## config.mk

```make
export PLATFORM = sky130hd
export DESIGN_NAME = fa4_serial_add_ctrl
export DESIGN_NICKNAME = d
export VERILOG_FILES = /design/src/rtl/fa4_serial_add_ctrl.sv
export SDC_FILE = /design/constraint.sdc
export NUM_CORES = 1
export LEC_CHECK = 0
export CORE_ASPECT_RATIO = 0.75
export CORE_MARGIN = 3
export CORE_UTILIZATION = 54
export DETAILED_ROUTE_END_ITERATION = 6
export GPL_TIMING_DRIVEN = 0
export PLACE_DENSITY = 0.95
export SETUP_SLACK_MARGIN = 0.02
export SYNTH_ARGS = -nofsm -noshare
export SYNTH_HDL_FRONTEND = slang
export SYNTH_SLANG_ARGS = --single-unit
```

## constraint.sdc

```tcl
create_clock -name clk -period 2.85 [get_ports clk]
set_input_delay 0.57 -clock clk [delete_from_list [all_inputs] [get_ports clk]]
set_output_delay 0.57 -clock clk [all_outputs]
set_load 0.01 [all_outputs]
```

## src/rtl/fa4_serial_add_ctrl.sv

```systemverilog
// fa4_serial_add_ctrl: adds two NIBBLES*4-bit operands one nibble per clock
// through a single 4-bit add, LSB nibble first, with valid/ready on both sides.
module fa4_serial_add_ctrl #(
    parameter int unsigned NIBBLES = 4
) (
    input  logic                   clk,
    input  logic                   rst_n,
    input  logic                   in_valid,
    output logic                   in_ready,
    input  logic [4*NIBBLES-1:0]   a,
    input  logic [4*NIBBLES-1:0]   b,
    input  logic                   ci,
    output logic                   out_valid,
    input  logic                   out_ready,
    output logic [4*NIBBLES-1:0]   s,
    output logic                   co,
    output logic                   busy
);

    localparam int unsigned W  = 4 * NIBBLES;
    localparam int unsigned CW = (NIBBLES > 1) ? $clog2(NIBBLES) : 1;

    typedef enum logic [1:0] {
        ST_IDLE = 2'd0,
        ST_RUN  = 2'd1,
        ST_DONE = 2'd2
    } state_t;

    state_t          r_state;
    state_t          w_state_nxt;
    logic [W-1:0]    r_a;
    logic [W-1:0]    r_b;
    logic [W-1:0]    r_s;
    logic            r_co;
    logic            r_carry;
    logic [CW-1:0]   r_cnt;
    logic [4:0]      w_sum5;
    logic            w_last;
    logic            w_accept;
    logic [CW+1:0]   w_base;

    // Handshake flags come straight from the state register, never from inputs
    assign in_ready  = (r_state == ST_IDLE);
    assign out_valid = (r_state == ST_DONE);
    assign busy      = (r_state == ST_RUN) || (r_state == ST_DONE);
    assign s         = r_s;
    assign co        = r_co;

    // Operand regs shift right each RUN cycle, so the active nibble is always [3:0]
    assign w_sum5   = {1'b0, r_a[3:0]} + {1'b0, r_b[3:0]} + {4'b0000, r_carry};
    assign w_last   = (r_cnt == CW'(NIBBLES - 1));
    assign w_accept = in_valid && in_ready;
    assign w_base   = {r_cnt, 2'b00};

    // State register
    always_ff @(posedge clk or negedge rst_n) begin
        if (!rst_n) begin
            r_state <= ST_IDLE;
        end else begin
            r_state <= w_state_nxt;
        end
    end

    // Next-state decode
    always_comb begin
        w_state_nxt = r_state;
        case (r_state)
            ST_IDLE: if (w_accept) w_state_nxt = ST_RUN;
            ST_RUN:  if (w_last)   w_state_nxt = ST_DONE;
            ST_DONE: if (out_ready) w_state_nxt = ST_IDLE;
            default: w_state_nxt = ST_IDLE;
        endcase
    end

    // Datapath: capture operands on accept, add one nibble per RUN cycle
    always_ff @(posedge clk or negedge rst_n) begin
        if (!rst_n) begin
            r_a     <= '0;
            r_b     <= '0;
            r_s     <= '0;
            r_co    <= 1'b0;
            r_carry <= 1'b0;
            r_cnt   <= '0;
        end else begin
            case (r_state)
                ST_IDLE: begin
                    if (w_accept) begin
                        r_a     <= a;
                        r_b     <= b;
                        r_carry <= ci;
                        r_cnt   <= '0;
                    end
                end
                ST_RUN: begin
                    r_s[w_base +: 4] <= w_sum5[3:0];
                    r_a              <= r_a >> 4;
                    r_b              <= r_b >> 4;
                    r_carry          <= w_sum5[4];
                    if (w_last) begin
                        r_co  <= w_sum5[4];
                        r_cnt <= '0;
                    end else begin
                        r_cnt <= r_cnt + CW'(1);
                    end
                end
                default: begin
                end
            endcase
        end
    end

endmodule

```

==> impl_metrics.yaml, run 1 <==
synthesis:
  netlist_area_um2: 2610
  ys_seq_area_share_pct: 51.7
  synth.distinct_cells: 29
  avgSynthCellArea_um2: 11.0
  syn_nets: 289
  synth_cells: 238
  ys_warn_count: 0
  ys_ff_latch: 54
routing:
  drt.antenna.violating_nets: 0
  drc: 0
  vias_per_cell: 5.56
  wl_per_cell_um: 15.0
  num_vias: 2003
  firstDrtPassIters: 4
  routed_wl_um: 5400
  drtIter0Drc: 65
power:
  p_int_mw: 2.09
  power.density_nw_per_um2: 1050
  seqPwrFrac_pct: 37.0
  pwr-share-comb_pct: 50.6
  clkPwrFrac_pct: 12.4
  p_sw_share_pct: 40.5
  p_total_mw: 3.52
  ir_drop_v: 0.000567
  power.switching_mw: 1.42
  p_leak_nw: 1.53
worst_setup_path:
  critical_path_class: "reg2out"
  slowest_delay_ps: 590
  worstPathMaxFanout: 3
  worst_ep_required_time_ps: 2280
  r2r_start: "r_a[0]$_DFFE_PN0P_"
  cp-end-kind: "output port"
  crit_start: "r_state[0]$_DFFE_PN0P_"
  path_delay_family: "buffers and inverters"
  critPathLaunchType: "register"
  cp.arrival_ps: 1650
  crit_chain: "inv_1 -> ha_1 -> clkdlybuf4s50_1"
  crit_buf_inv: 2
  crit_slowest_cell: "clkdlybuf4s50_1"
clocking:
  clk_path_buf_depth: 2
  cts_inserted_buffers: 5
  tritoncts: "yes"
  post-cts-setup-buffers: 0
  clock_latency_ps: 310
  path_clk_slew_ps: 100
  ctsHoldBuffers: 0
  cts.sinks: 54
  htree_levels: 2
  cts_resized: 0
  clockRootBuffer: "clkbuf_8"
timing:
  max_freq_mhz: 451
  fin_worst_skew_ps: 4.75
  relSlewSlack_pct: 64.0
  fin_crit_sh_pct: 77.7
  worstMarginPinSlew_ps: 537
  min_period_ps: 2220
  rsz0062_at_grt: "no"
  worst_slack_ps: 634
  whs_ps: 230
  setup_viol: 0
  final_max_slew_viol_count: 0
  setup_tns_ps: 0
  hold_viol: 0
global_route:
  grt_pass1_wl_um: 9320
  grt_max_degree: 32
  grt_pass1_vias: 2015
  overflow: 0
  antenna_found_initial: 0
  grt_usage_pct: 21.2
place:
  gp_congestion: 0.856
  numPortBuffers: 56
  hpwlAfterDp_um: 4200
  post-place-ws_ps: 895
floorplanning:
  fp.dieH_um: 66.3
  start_util_pct: 57.2
  io_pins: 57
  die_area_um2: 5720
  rows: 21
  coreArea_um2: 4570
  die_x_um: 86.3
finish:
  post-route-util_pct: 73.4
  final_cell_mix: "clkdlybuf4s50_1 (55), dfrtp_1 (54), nand2_1 (39)"
  final_common_cell: "clkdlybuf4s50_1"
  final_nets: 353
  area_growth_pct: 28.3
  n_antenna_cell: 0
  drive_above_1_share_pct: 8.58
flow_run:
  cap_violations: 0
outcome:
  run_status: "completed"
worst_hold_path:
  hold_path_class: "in2async"
-- state kept, by name, summed over array words and instances (netlist names) --
register  count
r_carry       1
r_state       2
r_b          16
r_a          16
co            1
r_cnt         2
s            16
-- synthesized netlist by cell type, drive strengths merged --
master   n  share of area [%]
nor3b    2               0.77
a22o    16                5.4
a31oi    1               0.24
buf     10                2.5
a21o     2               0.57
and2b    1               0.29
nor2     1               0.14
and4     1               0.34
inv     13                1.9
a22oi    1               0.48
nor4b    1               0.91
nand2   40                5.8
fa       2                1.5
ha      12                5.7
o31ai    1               0.29
clkbuf   2               0.29
xnor2    2               0.67
dfrtp   54                 52
mux2i   25                 10
a21oi    6                1.1
o21ai   36                6.9
nand2b   8                1.9
mux2     1               0.43
-- worst register-to-register path, cell delays in order, from the launching register on --
cell and delay (ps):
dfrtp_1 420, fa_1 210, inv_1 60, fa_1 400
xnor2_1 460, a22o_1 220
-- power by group through the flow --
stage	sequential [mW]	clock, mW	combinational (mW)
floorplan	1.29	0	1.18
global placement	1.29	0	1.71
detailed placement	1.32	0	1.78
CTS	1.30	0.444	1.80
global route	1.34	0.473	2.00
finish	1.30	0.435	1.78
-- cells by family (layout without fill, tap and decap cells) --
| family | after synthesis | count (layout) | synth area share [%] |
|---|---|---|---|
| AOI/OAI and AO/OA | 63 | 63 | 15.0 |
| xor gates and xnor gates | 2 | 2 | 0.670 |
| adders and majority gates | 14 | 14 | 7.28 |
| buffers and inverters | 25 | 90 | 4.69 |
| DFF | 54 | 54 | 51.7 |
| muxes | 26 | 26 | 10.5 |
| and+or+nand+nor | 54 | 54 | 10.2 |
-- per-layer routing --
layer  wire, µm  track usage, %  vias to the layer above
met5          0               0                        -
met4         76            5.84                        0
met3        399            3.99                        9
met2       2630            36.7                       75
met1       2290            27.4                      970
li1           -               -                      949
-- final timing paths --
path,to,slack (ps),cells after the start
worst min register to register,r_b[12]$_DFFE_PN0P_,490,2
worst min-delay path,s[6]$_DFFE_PN0P_,230,1
worst max-delay path,in_ready,630,3
max in group asynchronous,r_a[8]$_DFFE_PN0P_,2070,2
worst max register to register,s[10]$_DFFE_PN0P_,1000,5
min in group clk,r_b[12]$_DFFE_PN0P_,490,2
-- through the flow --
stage,std cells,instance area [µm²]
2_1_floorplan,238,2610
3_3_place_gp,351,3250
3_5_place_dp,352,3260
4_1_cts,360,3350
5_1_grt,360,3350
6_report,360,3350
-- area by class of cell --
class / count / area, µm²
well taps: 57 / 71.3
fillers: 312 / 1220
inverters: 13 / 48.8
multi-input cells: 159 / 1140
clock inverters: 3 / 25.0
repair buffers: 57 / 576
clock buffers: 5 / 68.8
flip-flops and latches: 54 / 1350
plain buffers: 12 / 73.8
No activity file was read; power rests on OpenSTA's default activity.
==> run 2: changes to the inputs <==
--- a/config.mk
+++ b/config.mk
@@ -7,10 +7,10 @@
 export LEC_CHECK = 0
 export CORE_ASPECT_RATIO = 0.75
 export CORE_MARGIN = 3
-export CORE_UTILIZATION = 54
+export CORE_UTILIZATION = 45
 export DETAILED_ROUTE_END_ITERATION = 6
 export GPL_TIMING_DRIVEN = 0
-export PLACE_DENSITY = 0.95
+export PLACE_DENSITY = 0.86
 export SETUP_SLACK_MARGIN = 0.02
 export SYNTH_ARGS = -nofsm -noshare
 export SYNTH_HDL_FRONTEND = slang
==> constraint.sdc (replaced) <==
create_clock -name clk -period 2 [get_ports clk]
set_input_delay 0.4 -clock clk [delete_from_list [all_inputs] [get_ports clk]]
set_output_delay 0.4 -clock clk [all_outputs]
set_load 0.01 [all_outputs]
==> impl_metrics.yaml, run 2 (synthesized netlist as in run 1, its figures left out) <==
outcome:
  run_status: "completed"
routing:
  routed_wl_um: 5450
  wl_per_cell_um: 14.3
  drc: 0
  num_vias: 1966
  firstDrtPassIters: 4
  vias_per_cell: 5.17
  drtIter0Drc: 93
  drt.antenna.violating_nets: 0
clocking:
  clk_path_buf_depth: 2
  htree_levels: 2
  ctsHoldBuffers: 0
  cts.sinks: 54
  cts_inserted_buffers: 5
  tritoncts: "yes"
  clockRootBuffer: "clkbuf_8"
  clock_latency_ps: 310
  path_clk_slew_ps: 100
finish:
  post-route-util_pct: 62.1
  final_nets: 355
  n_antenna_cell: 0
  area_growth_pct: 30.0
  final_cell_mix: "dfrtp_1 (54), clkdlybuf4s50_1 (52), nand2_1 (39)"
  design_area_um2: 3400
  final_common_cell: "dfrtp_1"
  drive_above_1_share_pct: 9.18
worst_setup_path:
  cp-end-kind: "register"
  cp.arrival_ps: 2020
  critPathLaunchType: "register"
  worst_ep_required_time_ps: 2190
  worstPathMaxFanout: 2
  critical_path_class: "reg2reg"
floorplanning:
  die_x_um: 94
  fp.dieH_um: 72
  io_pins: 57
  rows: 23
  start_util_pct: 47.8
  coreArea_um2: 5470
  die_area_um2: 6770
power:
  power.density_nw_per_um2: 1480
  ir_drop_v: 0.000538
  power.switching_mw: 2.03
  seqPwrFrac_pct: 36.7
  pwr-share-comb_pct: 51.2
  p_int_mw: 3.00
  clkPwrFrac_pct: 12.2
  p_sw_share_pct: 40.4
  p_leak_nw: 1.57
global_route:
  overflow: 0
  grt_pass1_vias: 1903
  grt_busiest_layer: "met2"
  gr-usage-met2_pct: 26.2
  met1_usage_pct: 24.6
  use_met3_pct: 5.08
  antenna_found_initial: 0
  grt_usage_pct: 17.1
  grt_pass1_wl_um: 9090
  grt_max_degree: 29
timing:
  setup_viol: 0
  fin_worst_skew_ps: 14.4
  hold_viol: 0
  worst_slack_ps: 175
  setup_tns_ps: 0
  relSlewSlack_pct: 58.4
  max_freq_mhz: 548
  whs_ps: 91.2
  fin_crit_sh_pct: 91.3
  min_period_ps: 1830
  rsz0062_at_grt: "no"
  final_max_slew_viol_count: 0
  worstMarginPinSlew_ps: 624
place:
  numPortBuffers: 56
  hpwlAfterDp_um: 4120
  post-place-ws_ps: 166
  placed_area_um2: 3280
  gp_congestion: 0.795
worst_hold_path:
  hold_path_class: "in2async"
flow_run:
  cap_violations: 0
-- run 2: cell count changes in the layout (fill, tap and decap cells not counted), sizes merged --
cell / previous run / this run
clkinv: 1 / 0
dlymetal6s2s: 0 / 3
clkbuf: 7 / 8
buf: 12 / 14
clkdlybuf4s50: 55 / 52
-- run 2: power groups by stage --
stage                     clock network, mW  logic (mW)  registers [mW]
after floorplan                           0        1.69            1.84
after global placement                    0        2.47            1.84
after detailed placement                  0        2.56            1.87
after CTS                             0.623        2.61            1.84
after global routing                  0.669        2.88            1.89
final                                 0.612        2.57            1.84
-- run 2: final cells by class --
type	count	area, µm²
fill	440	2070
sequential	54	1350
multi-input combinational	159	1140
timing repair buffer	59	598
tap	75	93.8
buffer	12	73.8
clock buffer	6	72.6
inverter	13	48.8
clock inverter	2	16.3
-- run 2: path summary, 6_finish.rpt --
path                                           from                   to  slack, ps  cells after the start
max in group asynchronous                     rst_n   r_b[5]$_DFFE_PN0P_       1340                      2
worst min-delay path                          rst_n     s[8]$_DFFE_PN0P_         90                      1
worst max register to register   r_a[0]$_DFFE_PN0P_       co$_DFFE_PN0P_        170                      7
worst max-delay path             r_a[0]$_DFFE_PN0P_       co$_DFFE_PN0P_        170                      7
min in group clk                r_b[12]$_DFFE_PN0P_  r_b[12]$_DFFE_PN0P_        490                      2
worst min register to register  r_b[12]$_DFFE_PN0P_  r_b[12]$_DFFE_PN0P_        490                      2
-- run 2: timing repair --
action | 4_1_cts | 5_1_grt
endpoints found under the hold margin | 0 | 0
setup buffers | 2 | 0
gates resized for setup | 1 | 3
setup endpoints to repair | 1 | 3
-- run 2: worst max-delay path, cell delays in order, from the launching register on --
cell and delay, ps:
dfrtp_1 440, fa_1 450, inv_1 80, fa_1 210
inv_1 50, a21o_1 170, a21oi_1 210, a31oi_1 110
-- run 2: routing by layer --
metal | up-vias | share of wire [%] | wire, µm
li1 | 954 | - | -
met1 | 938 | 48 | 2630
met2 | 69 | 44 | 2380
met3 | 5 | 7.2 | 392
met4 | 0 | 0.90 | 49
met5 | - | 0 | 0
-- run 2: stage by stage --
stage / std cells / power, mW
4_1_cts: 380 / 5.07
5_1_grt: 380 / 5.44
3_5_place_dp: 370 / 4.43
2_1_floorplan: 238 / 3.53
6_report: 380 / 5.03
3_3_place_gp: 369 / 4.31
